**config.mk**
```make
export PLATFORM = sky130hd
export DESIGN_NAME = bus_ctrl_seq
export DESIGN_NICKNAME = d
export VERILOG_FILES = /design/src/rtl/bus_ctrl_seq.sv
export SDC_FILE = /design/constraint.sdc
export NUM_CORES = 1
export LEC_CHECK = 0
export CORE_UTILIZATION = 42
export CTS_CLUSTER_SIZE = 8
export DETAILED_ROUTE_END_ITERATION = 8
export PLACE_DENSITY_LB_ADDON = 0.2
export SYNTH_ARGS = -nofsm -noshare
export SYNTH_HDL_FRONTEND = slang
export SYNTH_SLANG_ARGS = --single-unit
```
**constraint.sdc**
```tcl
create_clock -name clk -period 3.19 [get_ports clk]
set_input_delay 0.638 -clock clk [delete_from_list [all_inputs] [get_ports clk]]
set_output_delay 0.638 -clock clk [all_outputs]
set_load 0.1 [all_outputs]
```
**src/rtl/bus_ctrl_seq.sv**
```systemverilog
// bus_ctrl_seq: fetch/decode/(indirect)/execute sequencer that drives the CPU common-bus strobes.
// Optional macro INDIRECT_EN enables the indirect-address cycle T3 selected by ir[15].
module bus_ctrl_seq #(
  parameter int AW = 8,
  parameter int DW = 16
) (
  input  logic          clk,
  input  logic          rst,
  input  logic          start,
  input  logic [DW-1:0] ir,
  output logic [2:0]    sel,
  output logic [5:0]    load,
  output logic          pc_inc,
  output logic          mem_we,
  output logic [1:0]    alu_op,
  output logic          halted,
  output logic [2:0]    sc
);

  typedef enum logic [2:0] {
    IDLE = 3'd0,
    T0   = 3'd1,
    T1   = 3'd2,
    T2   = 3'd3,
    T3   = 3'd4,
    E0   = 3'd5,
    E1   = 3'd6,
    HALT = 3'd7
  } state_t;

  typedef struct packed {
    logic [2:0] sel;
    logic [5:0] load;
    logic       pc_inc;
    logic       mem_we;
    logic [1:0] alu_op;
    logic       halted;
  } strobes_t;

  localparam logic [2:0] SEL_NONE = 3'b000;
  localparam logic [2:0] SEL_AR   = 3'b001;
  localparam logic [2:0] SEL_PC   = 3'b010;
  localparam logic [2:0] SEL_AC   = 3'b100;
  localparam logic [2:0] SEL_MEM  = 3'b101;
  localparam logic [2:0] SEL_IR   = 3'b110;

  localparam logic [2:0] OPC_LDA = 3'b000;
  localparam logic [2:0] OPC_STA = 3'b010;
  localparam logic [2:0] OPC_BUN = 3'b011;
  localparam logic [2:0] OPC_HLT = 3'b111;

  state_t     state, state_nxt;
  logic [2:0] opc, opc_nxt;
  logic       ind, ind_nxt;
  logic       ind_take;
  strobes_t   strb;

`ifdef INDIRECT_EN
  assign ind_take = ir[DW-1];
`else
  assign ind_take = 1'b0;
`endif

  // Address field and indirect flag feed the register file, not the sequencer's decisions.
  logic unused_bits;
  assign unused_bits = ^{ir[DW-5:AW], ir[AW-1:0], ind};

  // Strobes are a pure decode of (state, opcode); computing them from the next state
  // lets them be registered yet still line up with the state they belong to.
  function automatic strobes_t decode(input state_t st, input logic [2:0] op);
    strobes_t s;
    s = '0;
    case (st)
      T0: begin s.sel = SEL_PC;  s.load[0] = 1'b1; end
      T1: begin s.sel = SEL_MEM; s.load[4] = 1'b1; s.pc_inc = 1'b1; end
      T2: begin s.sel = SEL_IR;  s.load[0] = 1'b1; end
      T3: begin s.sel = SEL_MEM; s.load[0] = 1'b1; end
      E0: begin
        case (op)
          OPC_STA: begin s.sel = SEL_AC; s.mem_we = 1'b1; end
          OPC_BUN: begin s.sel = SEL_AR; s.load[1] = 1'b1; end
          default: begin s.sel = SEL_MEM; s.load[2] = 1'b1; end
        endcase
      end
      E1: begin
        s.sel     = SEL_NONE;
        s.load[3] = 1'b1;
        s.alu_op  = (op == OPC_LDA) ? 2'b00 : 2'b01;
      end
      HALT:    s.halted = 1'b1;
      default: s = '0;
    endcase
    return s;
  endfunction

  always_comb begin
    state_nxt = state;
    opc_nxt   = opc;
    ind_nxt   = ind;
    case (state)
      IDLE: if (start) state_nxt = T0;
      T0:   state_nxt = T1;
      T1:   state_nxt = T2;
      T2: begin
        opc_nxt = ir[DW-2:DW-4];
        ind_nxt = ir[DW-1];
        if (!ir[DW-2])                          state_nxt = ind_take ? T3 : E0;
        else if (ir[DW-2:DW-4] == OPC_HLT)      state_nxt = HALT;
        else                                    state_nxt = T0;
      end
      T3:   state_nxt = E0;
      E0:   state_nxt = opc[1] ? T0 : E1;
      E1:   state_nxt = T0;
      HALT: state_nxt = HALT;
      default: state_nxt = IDLE;
    endcase
  end

  always_ff @(posedge clk) begin
    if (!rst) begin
      state <= IDLE;
      opc   <= '0;
      ind   <= 1'b0;
      strb  <= '0;
    end else begin
      state <= state_nxt;
      opc   <= opc_nxt;
      ind   <= ind_nxt;
      strb  <= decode(state_nxt, opc_nxt);
    end
  end

  assign sel    = strb.sel;
  assign load   = strb.load;
  assign pc_inc = strb.pc_inc;
  assign mem_we = strb.mem_we;
  assign alu_op = strb.alu_op;
  assign halted = strb.halted;
  assign sc     = state;

endmodule

```
==> out/qor.yml <==
status: "completed"
drv_slew: 0
ys_top_cells_by_area: "dfxtp_1, nor2_1, mux2i_1"
ys_warn_count: 0
worstSetupEndpointType: "output pin"
core_sq_mm: 0.001594
post-route-min-period_ns: 1.905
netlist_top_cells_count: "dfxtp_1, nor2_1, buf_4"
clock-root-buffer: "clkbuf_4"
synth_area_per_cell_sq_um: 10.03
crit_slowest_cell: "dfxtp_1"
yosysTopAreaCell: "dfxtp_1"
yosysUniqueCellTypes: 25
period_share: 0.5973
path_cells: "buf_4"
synth_top_cell_area_share: 0.4526
p_leak_nw: 0.4162
dr.pass1.iters: 4
grt-ovfl-total: 0
synth_area_sq_um: 752.0
synth.most_common_cell: "dfxtp_1"
start_util: 0.4717
cp-start-kind: "flop"
ys.flop_type: "dfxtp_1"
hold_class: "reg2reg"
routedWlPerCell_microns: 11.08
drive_above_1_share: 0.2632
fmax_ghz: 0.5248
critical_path_class: "reg2out"
worst_ep_required_time_ns: 2.55
syn2layout_area_growth_pct: 24.63
r2r_cells: 4
setup_violations: 0
track_usage: 0.1473
numCtsBuffers: 3
rr_startpoint: "sc[2]"
crit_fanout: 14
whs_path_depth: 2
vias_per_cell: 4.815
pin_count: 36
whs_ns: 0.5493
detailed_place_hpwl_microns: 954
cp.arrival_ns: 1.27
slowest_delay_ns: 0.60
clkSinkCount: 17
skew_ns: 0.0007472
route.detailed.drc: 0
synth_edf_count: 0
reg2reg_to: "sel[2]"
hold_viol_final: 0
ctsResizeCount: 0
sw_frac_of_total: 0.4119
seq_area_frac_synth: 0.4526
cts.path.max_buffers: 2
ant_nets: 0
fin_cells: 119
diodes: 0
layout.nets: 115
cap_violations: 0
cp_top_family: "flip-flops"
comb_power_share: 0.353
clkTransAtPathRegs_ns: 0.09
via_count: 573
seq_power_share: 0.442
place_congestion: 0.7765
cts_tree: "built"
grt_max_degree: 15
cts-htree-levels: 1
rrSetupSlack_ns: 1.61
first_global_vias: 492
antenna_found_initial: 0
die_area_sq_mm: 0.001964
wirelength_microns: 1318
die_y_microns: 44.32
crit_buf_inv: 1
grt_pass1_wl_microns: 2076
power_density_mw_per_mm2: 584.6
hold_path.startpoint: "opc[0]"
p_clk_frac: 0.205
min_to: "alu_op[0]"
ctsHoldBuffers: 0
rsz0062_at_grt: "false"
p_int_uw: 322.2
ys_seq_elements: 17
setup_tns_ns: 0
cts_setup_buffers: 0
dpl_cell_area_sq_um: 910.9
fp.dieW_microns: 44.32
rows: 14
ys_async_sr_fraction: 0
finish.utilization: 0.5879
final_area_sq_um: 937.1
drt_iter0_drc: 9
netlist_instances: 75
io_buffers: 20
peakVddDrop_mv: 0.3093
p_sw_uw: 225.6
clk_latency_ns: 0.28
dp_cells: 115
==> logic make-up (layout without fill, tap and decap cells) <==
family	count (synthesis)	in the layout	share of synthesized area
AND/OR/NAND/NOR	34	34	0.2829
other	1	2	0.004987
multiplexers	5	5	0.06822
AO/OA/AOI/OAI	9	9	0.1215
flip-flops	17	17	0.4526
buffers and inverters	9	28	0.06988
==> placed cells by master (no fill, tap or decap), types with 2 or more instances in the layout <==
| master | count |
|---|---|
| clkbuf_4 | 3 |
| nor4b_1 | 3 |
| buf_4 | 15 |
| nand3b_1 | 4 |
| nor3_1 | 2 |
| nand2b_1 | 3 |
| dfxtp_1 | 17 |
| clkdlybuf4s50_1 | 5 |
| nor3b_1 | 4 |
| nor2_1 | 13 |
| conb_1 | 2 |
| inv_1 | 3 |
| mux2i_1 | 4 |
| o21ai_0 | 3 |
==> metrics by stage <==
stage | setup WS, ns | power, mW
after floorplan | 1.147 | 0.4073
after CTS | 1.294 | 0.5510
after detailed placement | 1.059 | 0.4410
final | 1.285 | 0.5479
after global placement | 1.069 | 0.4401
after global routing | 1.238 | 0.5667
==> cell type report <==
cell class                 count  area [sq um]
timing repair buffer          20         162.7
multi-input combinational     50         362.8
fill                         140         656.9
tap                           24         30.03
inverter                       4         15.01
clock buffer                   4         26.28
sequential                    17         340.3
==> sequential cells by signal, summed over array words and instances, names as in the netlist <==
name,count
sc,3
opc,3
load,4
pc_inc,1
sel,3
halted,1
alu_op,1
mem_we,1
==> per-layer routing <==
metal  vias up  wire, microns  track usage  share of wire
met4         0             25      0.09091          0.019
met5         -              0            0              0
met2        13            585       0.2265           0.44
met3         4             54      0.03673          0.041
met1       258            653       0.1843           0.50
li1        298              -            -              -
==> how the worst max path moves through the flow <==
stage               slack, ns  cells past startpoint  endpoint  startpoint
floorplan                1.15                      5   load[2]       sc[1]
global placement         1.07                      5   load[2]      ir[14]
detailed placement       1.06                      5   load[2]      ir[14]
CTS                      1.29                      1     sc[2]       sc[2]
global route             1.24                      1     sc[2]       sc[2]
finish                   1.28                      1     sc[2]       sc[2]
==> power by group through the flow <==
| stage | logic (mW) | clock network, mW | registers [mW] |
|---|---|---|---|
| floorplan | 0.0700 | 0 | 0.337 |
| global placement | 0.193 | 0 | 0.247 |
| detailed placement | 0.194 | 0 | 0.247 |
| CTS | 0.194 | 0.114 | 0.243 |
| global route | 0.200 | 0.122 | 0.245 |
| finish | 0.193 | 0.112 | 0.242 |
(Power assumes the default switching activity.)
